### src/rtl/loader_pkg.sv
// Shared state encoding and widths for prog_loader.
// The ERR state is only present when PROG_LOADER_TIMEOUT_EN is defined.
package loader_pkg;

  localparam int unsigned WORD_W = 16;
  localparam int unsigned NIB_W  = 4;

`ifdef PROG_LOADER_TIMEOUT_EN
  typedef enum logic [1:0] {IDLE, COLLECT, WRITE, ERR} state_t;
`else
  typedef enum logic [1:0] {IDLE, COLLECT, WRITE} state_t;
`endif

endpackage

### src/rtl/prog_loader.sv
// Keypad program loader: shifts four hex nibbles into a word and writes it to instruction memory.
// Define PROG_LOADER_TIMEOUT_EN to add an ack timeout that drops the request and latches o_error.
module prog_loader
  import loader_pkg::*;
#(
  parameter int unsigned ADDR_W   = 8,
  parameter int unsigned WAIT_MAX = 15
) (
  input  logic              i_clk,
  input  logic              i_rst_n,
  input  logic              i_strobe,
  input  logic [NIB_W-1:0]  i_nibble,
  input  logic              i_mode,
  input  logic              i_wr_ack,
  output logic              o_wr_req,
  output logic [ADDR_W-1:0] o_wr_addr,
  output logic [WORD_W-1:0] o_wr_data,
  output logic [WORD_W-1:0] o_entry,
  output logic [1:0]        o_digit,
  output logic              o_wrapped,
  output logic              o_error
);

  state_t            r_state;
  state_t            w_next;
  logic [ADDR_W-1:0] r_addr;
  logic [WORD_W-1:0] r_data;
  logic [WORD_W-1:0] r_entry;
  logic [1:0]        r_digit;
  logic              r_wrapped;

  logic              w_enter;
  logic              w_drop;
  logic              w_shift;
  logic              w_ack;
  logic [WORD_W-1:0] w_entry_shift;

  assign w_entry_shift = {r_entry[WORD_W-NIB_W-1:0], i_nibble};

`ifdef PROG_LOADER_TIMEOUT_EN
  localparam int unsigned CNT_W = $clog2(WAIT_MAX + 1);

  logic [CNT_W-1:0] r_wait_cnt;
  logic             r_error;
  logic             w_timeout;

  // Fires on the WAIT_MAX-th unacknowledged WRITE cycle, so o_wr_req is high exactly WAIT_MAX cycles.
  assign w_timeout = (r_wait_cnt == CNT_W'(WAIT_MAX - 1));

  always_ff @(posedge i_clk or negedge i_rst_n) begin
    if (!i_rst_n) begin
      r_wait_cnt <= '0;
      r_error    <= 1'b0;
    end else if (r_state == WRITE && !i_wr_ack) begin
      r_wait_cnt <= r_wait_cnt + 1'b1;
      if (w_timeout) r_error <= 1'b1;
    end else begin
      r_wait_cnt <= '0;
    end
  end

  assign o_error = r_error;
`else
  logic w_unused_wait_max;
  assign w_unused_wait_max = (WAIT_MAX == 0);
  assign o_error           = 1'b0;
`endif

  always_ff @(posedge i_clk or negedge i_rst_n) begin
    if (!i_rst_n) r_state <= IDLE;
    else          r_state <= w_next;
  end

  always_comb begin
    w_next = r_state;
    case (r_state)
      IDLE:    if (i_mode) w_next = COLLECT;
      COLLECT: begin
        if (!i_mode)                         w_next = IDLE;
        else if (i_strobe && r_digit == 2'd3) w_next = WRITE;
      end
      WRITE: begin
        if (i_wr_ack)       w_next = i_mode ? COLLECT : IDLE;
`ifdef PROG_LOADER_TIMEOUT_EN
        else if (w_timeout) w_next = ERR;
`endif
      end
`ifdef PROG_LOADER_TIMEOUT_EN
      ERR:     if (!i_mode) w_next = IDLE;
`endif
      default: w_next = IDLE;
    endcase
  end

  // Strobes are only decoded in COLLECT, which also drops a strobe coincident with an ack.
  always_comb begin
    o_wr_req = 1'b0;
    w_enter  = 1'b0;
    w_drop   = 1'b0;
    w_shift  = 1'b0;
    w_ack    = 1'b0;
    case (r_state)
      IDLE:    w_enter = i_mode;
      COLLECT: begin
        w_drop  = !i_mode;
        w_shift = i_mode && i_strobe;
      end
      WRITE: begin
        o_wr_req = 1'b1;
        w_ack    = i_wr_ack;
      end
      default: ;
    endcase
  end

  always_ff @(posedge i_clk or negedge i_rst_n) begin
    if (!i_rst_n) begin
      r_addr    <= '0;
      r_data    <= '0;
      r_entry   <= '0;
      r_digit   <= '0;
      r_wrapped <= 1'b0;
    end else begin
      if (w_enter) begin
        r_addr    <= '0;
        r_entry   <= '0;
        r_digit   <= '0;
        r_wrapped <= 1'b0;
      end
      if (w_drop) begin
        r_entry <= '0;
        r_digit <= '0;
      end
      if (w_shift) begin
        r_entry <= w_entry_shift;
        r_digit <= r_digit + 2'd1;
        if (r_digit == 2'd3) r_data <= w_entry_shift;
      end
      if (w_ack) begin
        r_addr  <= r_addr + 1'b1;
        r_entry <= '0;
        if (&r_addr) r_wrapped <= 1'b1;
      end
    end
  end

  assign o_wr_addr = r_addr;
  assign o_wr_data = r_data;
  assign o_entry   = r_entry;
  assign o_digit   = r_digit;
  assign o_wrapped = r_wrapped;

endmodule

### config.mk
export PLATFORM = sky130hd
export DESIGN_NAME = prog_loader
export DESIGN_NICKNAME = d
export VERILOG_FILES = /design/src/rtl/loader_pkg.sv /design/src/rtl/prog_loader.sv
export SDC_FILE = /design/constraint.sdc
export NUM_CORES = 1
export LEC_CHECK = 0
export CAP_MARGIN = 15
export CORE_AREA = 2 2 82 65
export CTS_BUF_LIST = sky130_fd_sc_hd__clkbuf_4 sky130_fd_sc_hd__clkbuf_8 sky130_fd_sc_hd__clkbuf_16
export CTS_CLUSTER_DIAMETER = 150
export CTS_CLUSTER_SIZE = 10
export DETAILED_ROUTE_END_ITERATION = 10
export DIE_AREA = 0 0 84 67
export GPL_TIMING_DRIVEN = 0
export MAX_ROUTING_LAYER = met4
export PLACE_DENSITY_LB_ADDON = 0.05
export SYNTH_ARGS = -nofsm -noshare
export SYNTH_HDL_FRONTEND = slang
export SYNTH_SLANG_ARGS = --single-unit
### constraint.sdc
create_clock -name i_clk -period 1.8 [get_ports i_clk]
set_input_delay 0.36 -clock i_clk [delete_from_list [all_inputs] [get_ports i_clk]]
set_output_delay 0.36 -clock i_clk [all_outputs]
set_load 0.02 [all_outputs]
# --- Yosys cells after proc, flatten, opt, wreduce, memory -nomap -nowiden ---
# Index checks and enable logic that the tools add are counted.
totals:
  register_bits: 45
  elab_cells: 47
  in_bits: 9
classes:
  n_addsub: 2
  mux: 23
  eq_ne: 6
  n_reduce_logical: 10
ops:
  columns: ["op", "count"]
  rows:
  - ["2-to-1 mux 16 bit", 4]
  - ["2-to-1 mux 8 bit", 2]
  - ["2-to-1 mux 2 bit", 7]
  - ["2-to-1 mux 1 bit", 9]
  - ["adder 8 x 1 -> 8 bit (second input constant)", 1]
  - ["AND reduction 8 bit", 1]
  - ["one-hot mux 2 bit (3 select lines)", 1]
  - ["== test 2 bit (second input constant)", 2]
  - ["inequality test 2 bit (second input constant)", 2]
  - ["nonzero test 4 bit", 1]
  - ["inequality test 3 bit (second input constant)", 1]
  - ["AND reduction 3 bit", 1]
  - ["nonzero test 3 bit", 1]
  - ["adder 2 x 1 -> 2 bit (second input constant)", 1]
  - ["== test 2 x 1 -> 1 bit (second input constant)", 1]
  - ["logical AND 1 bit", 2]
  - ["zero test 2 bit", 1]
  - ["AND reduction 2 bit", 1]
  - ["nonzero test 2 bit", 1]
  - ["zero test 1 bit", 1]

# --- Logic depth before layout (Yosys ltp) ---
logic_depth:
  word_depth: 6
  depth_mapped: 6
  depth_no_buf: 5

# --- Least setup slack after synthesis ---
# OpenSTA, ideal clock, no wires.
synth_path:
  path_type: "reg2reg"
  from: "register r_state[1]"
  to: "register r_data[10], in the netlist o_wr_data[10]"
  period_less_slack_ns: 1.551
  n_path_buf: 2
  setup_ns: 0.125
  t_arrival_ns: 1.425
  stages_incl_launch_ff: 6
  path_slack_ns: 0.249
  cell_sequence: "dfrtp_1 -> buf_2 -> nor3b_4 -> nand2_4 -> buf_6 -> mux2_4"
synth_between:
  elab_chain_cells: 3
synth_rtl:
  columns: ["element", "line", "text"]
  rows:
  - ["from (decl)", "prog_loader.sv:24", "state_t r_state;"]
  - ["from (signal assigned)", "prog_loader.sv:71", "else r_state <= w_next;"]
  - ["== test 2 x 1 -> 1 bit", "prog_loader.sv:102", "case (r_state)"]
  - ["2-to-1 mux 1 bit", "prog_loader.sv:102", null]
  - ["AND reduction 2 bit (no source line)", null, null]
  - ["to (signal assigned)", "prog_loader.sv:137", "if (r_digit == 2'd3) r_data <= w_entry_shift;"]
  - ["to (decl)", "prog_loader.sv:27", "logic [WORD_W-1:0] r_data;"]
# No other way between the ends.
# A chain may end at the register's enable or synchronous reset.

# --- Final worst setup path ---
layout_path:
  from: "register r_addr[3], in the netlist o_wr_addr[3]"
  to: "output o_wr_addr[3]"
layout_rtl:
  columns: ["element", "line", "text"]
  rows:
  - ["from (decl)", "prog_loader.sv:26", "logic [ADDR_W-1:0] r_addr;"]
  - ["from (signal assigned)", "prog_loader.sv:140", "r_addr <= r_addr + 1'b1;"]
  - ["to (decl)", "prog_loader.sv:16", "output logic [ADDR_W-1:0] o_wr_addr,"]
# No word-level cell between the ends.

==> results.md <==
- Pre-CTS setup slack: -0.440 ns
- Status: finished, final reports clean
- Largest net degree at the start of global routing: 31
- Most frequent cells in the layout: clkdlybuf4s50_1, dfrtp_1, nand2_1
- Via density: 5.04
- Cell count after synthesis: 139
- Diode count: 0
- Sequential fraction of the synthesis area: 0.603
- Number of synthesized flops with an enable pin: 0
- Nets@finish: 214
- Synth warn: 0
- Most common cell after layout, fill and taps aside: clkdlybuf4s50_1
- Input/output buffers: 52
- Crit path kind: register to primary output
- Fmax: 581 MHz
- CP endpoint kind: primary output
- Startpoint types: register
- Layout area overhead: 40.2%
- Die Ht: 67 um
- Synth Area in XOR/XNOR: 0
- First-pass GRT wire length: 6.60 mm
- DR vias: 1,325
- FP Rows: 22
- WP buf/inv: 1
- CTS buffer count: 5
- Share of layout cells above drive strength 1: 0.177
- Post-synthesis simple-gate area fraction: 0.0972
- Avg Cell Area, Syn: 13.4 um2
- # DRC: 0
- Main combinational cell family by area after synthesis: multiplexers
- Worst Hold Class: register to register
- IO Pins: 54
- Root buffer cell: clkbuf_8
- Final Cycle Share: 0.956
- Die area: 0.00563 mm2
- Tot GR Track Use: 0.156
- CTS tree: built
- Post-Synth Adder-Cell Area: 0.0134
- Clock Skews: 0.00608 ns
- Post-Syn Area: 0.00187 mm2
- GPL Wtd Cong: 0.735
- Post-synthesis compound-gate area fraction: 0.108
- 1st-iter DRT viols: 50
- Post-route ant nets: 0
- Peak VDD IR: 387 uV
- Setup violations, final: 0
- CP Cell Sequence: clkdlybuf4s50_1
- Critical path's slowest cell: clkdlybuf4s50_1
- Overall Power: 0.00190 W
- Inst Count DP: 252
- # fillers: 415
- Global route overflow: 0
- Top delay family on crit path: buffers and inverters
- Max Root-Sink Buffers: 2
- #FFs+latches synth: 45
- Worst skew pair latency: 0.29 ns
- Syn_nets: 150
- Crit path largest cell delay: 0.64 ns
- CTS H-tree lvls: 2
- CP Max Fanout: 6
- DRT Pass-1 Iters: 4
- DP HPWL: 2.81 mm
- Core area: 0.00476 mm2
- Vias in the first global route: 1,345
- Post-layout minimum cycle time: 1.72 ns
- Mux share of post-synthesis cell area: 0.158
- RSZ-0062 raised after global routing: no
- Worst Setup Slack, final: 0.0797 ns
- Initial antenna violation count: 0
- Predominant post-synthesis flop cell: dfrtp_1
- Multi-input gate area: 706 um2
- CP required: 1.44 ns
- CTS sink count: 45
- Post-Route WL: 3.79 mm
- Storage element area: 0.00113 mm2
- Pwr Density: 724 mW/mm2
- Wire per inst: 14.4 um
- Die Width: 84 um
- Final hold viol count: 0
- P_leak: 1.26 nW
- MaxCap Viol Count: 0
- Post-Layout Cell Count: 263
- Post-synth ARST share: 1.00
- Final Max Slew Viols: 0
- Crit path DAT: 1.36 ns
- Initial Utilization: 0.392
- CTS clk-pin slew, worst paths: 0.08 ns
- Yosys cell types: 28
[final timing paths]
kind	from	to	slack (ns)	cells past startpoint
max in group asynchronous	i_rst_n	o_wr_data[13]	0.81	3
min in group asynchronous	i_rst_n	o_wr_data[5]	0.52	2
max reg2reg	r_state[0]	o_wr_data[10]	0.22	5
max	o_wr_addr[3]	o_wr_addr[3]	0.08	1
min	o_entry[14]	o_entry[14]	0.50	1
min reg2reg	o_entry[14]	o_entry[14]	0.50	1
[metal layers]
layer	vias up	track usage	share of wire
li1	624	-	-
met1	662	0.199	0.47
met2	34	0.247	0.47
met3	5	0.0421	0.049
met4	0	0.0484	0.0079
met5	-	-	0
[flip-flops by register name (all words and copies together) (netlist names)]
name       count
o_wr_data     16
o_entry       16
o_wrapped      1
r_state        2
o_digit        2
o_wr_addr      8
[synth_stat cells, types with 2 or more instances]
master    instances  area share
nand2_1          18       0.036
ha_1              2       0.013
mux2i_1           8       0.043
nor3_1            2      0.0054
mux2_4            9       0.072
clkbuf_1          2      0.0040
mux2_2            7       0.042
nor2b_1           3       0.010
nand3_1           4       0.011
dfrtp_1          45        0.60
nor2_1            2      0.0040
o21ai_0           6       0.016
a22o_1           16       0.075
[final cells by class]
class / count / share of cell area
plain buffers: 5 / 0.0139
clock buffers: 5 / 0.0263
clock inverters: 2 / 0.0134
inverters: 1 / 0.00143
multi-input cells: 88 / 0.270
flip-flops and latches: 45 / 0.430
well taps: 60 / 0.0287
repair buffers: 57 / 0.217
[per-stage QoR]
step                      setup TNS, ns  hold WS, ns  utilization  instance area [um2]
after global placement           -44.33        0.475        0.517                 2460
after CTS                             0        0.508        0.547                 2600
after detailed placement          -9.39        0.304        0.520                 2480
final                                 0        0.502        0.550                 2620
after global routing                  0        0.525        0.550                 2620
after floorplan                       0       0.0644            -                 1870
[report_power, final]
part	internal [W]	switching, W
clock network	0.000403	0.000312
registers	0.00102	0.0000145
logic	0.0000656	0.0000780
[repair_timing]
item,4_1_cts,5_1_grt
cloned,0,0
pin swaps,1,0
endpoints found under the setup margin,20,17
endpoints found under the hold margin,15,0
hold buffers,1,0
setup buffers,2,1
resized for setup,2,6
[kinds of logic after synthesis]
family / Yosys count
and+or+nand+nor: 35
AOI/OAI and AO/OA: 26
other: 1
DFF: 45
adders and majority gates: 2
buffers and inverters: 6
muxes: 24
Power figures use the tool's default switching activity.
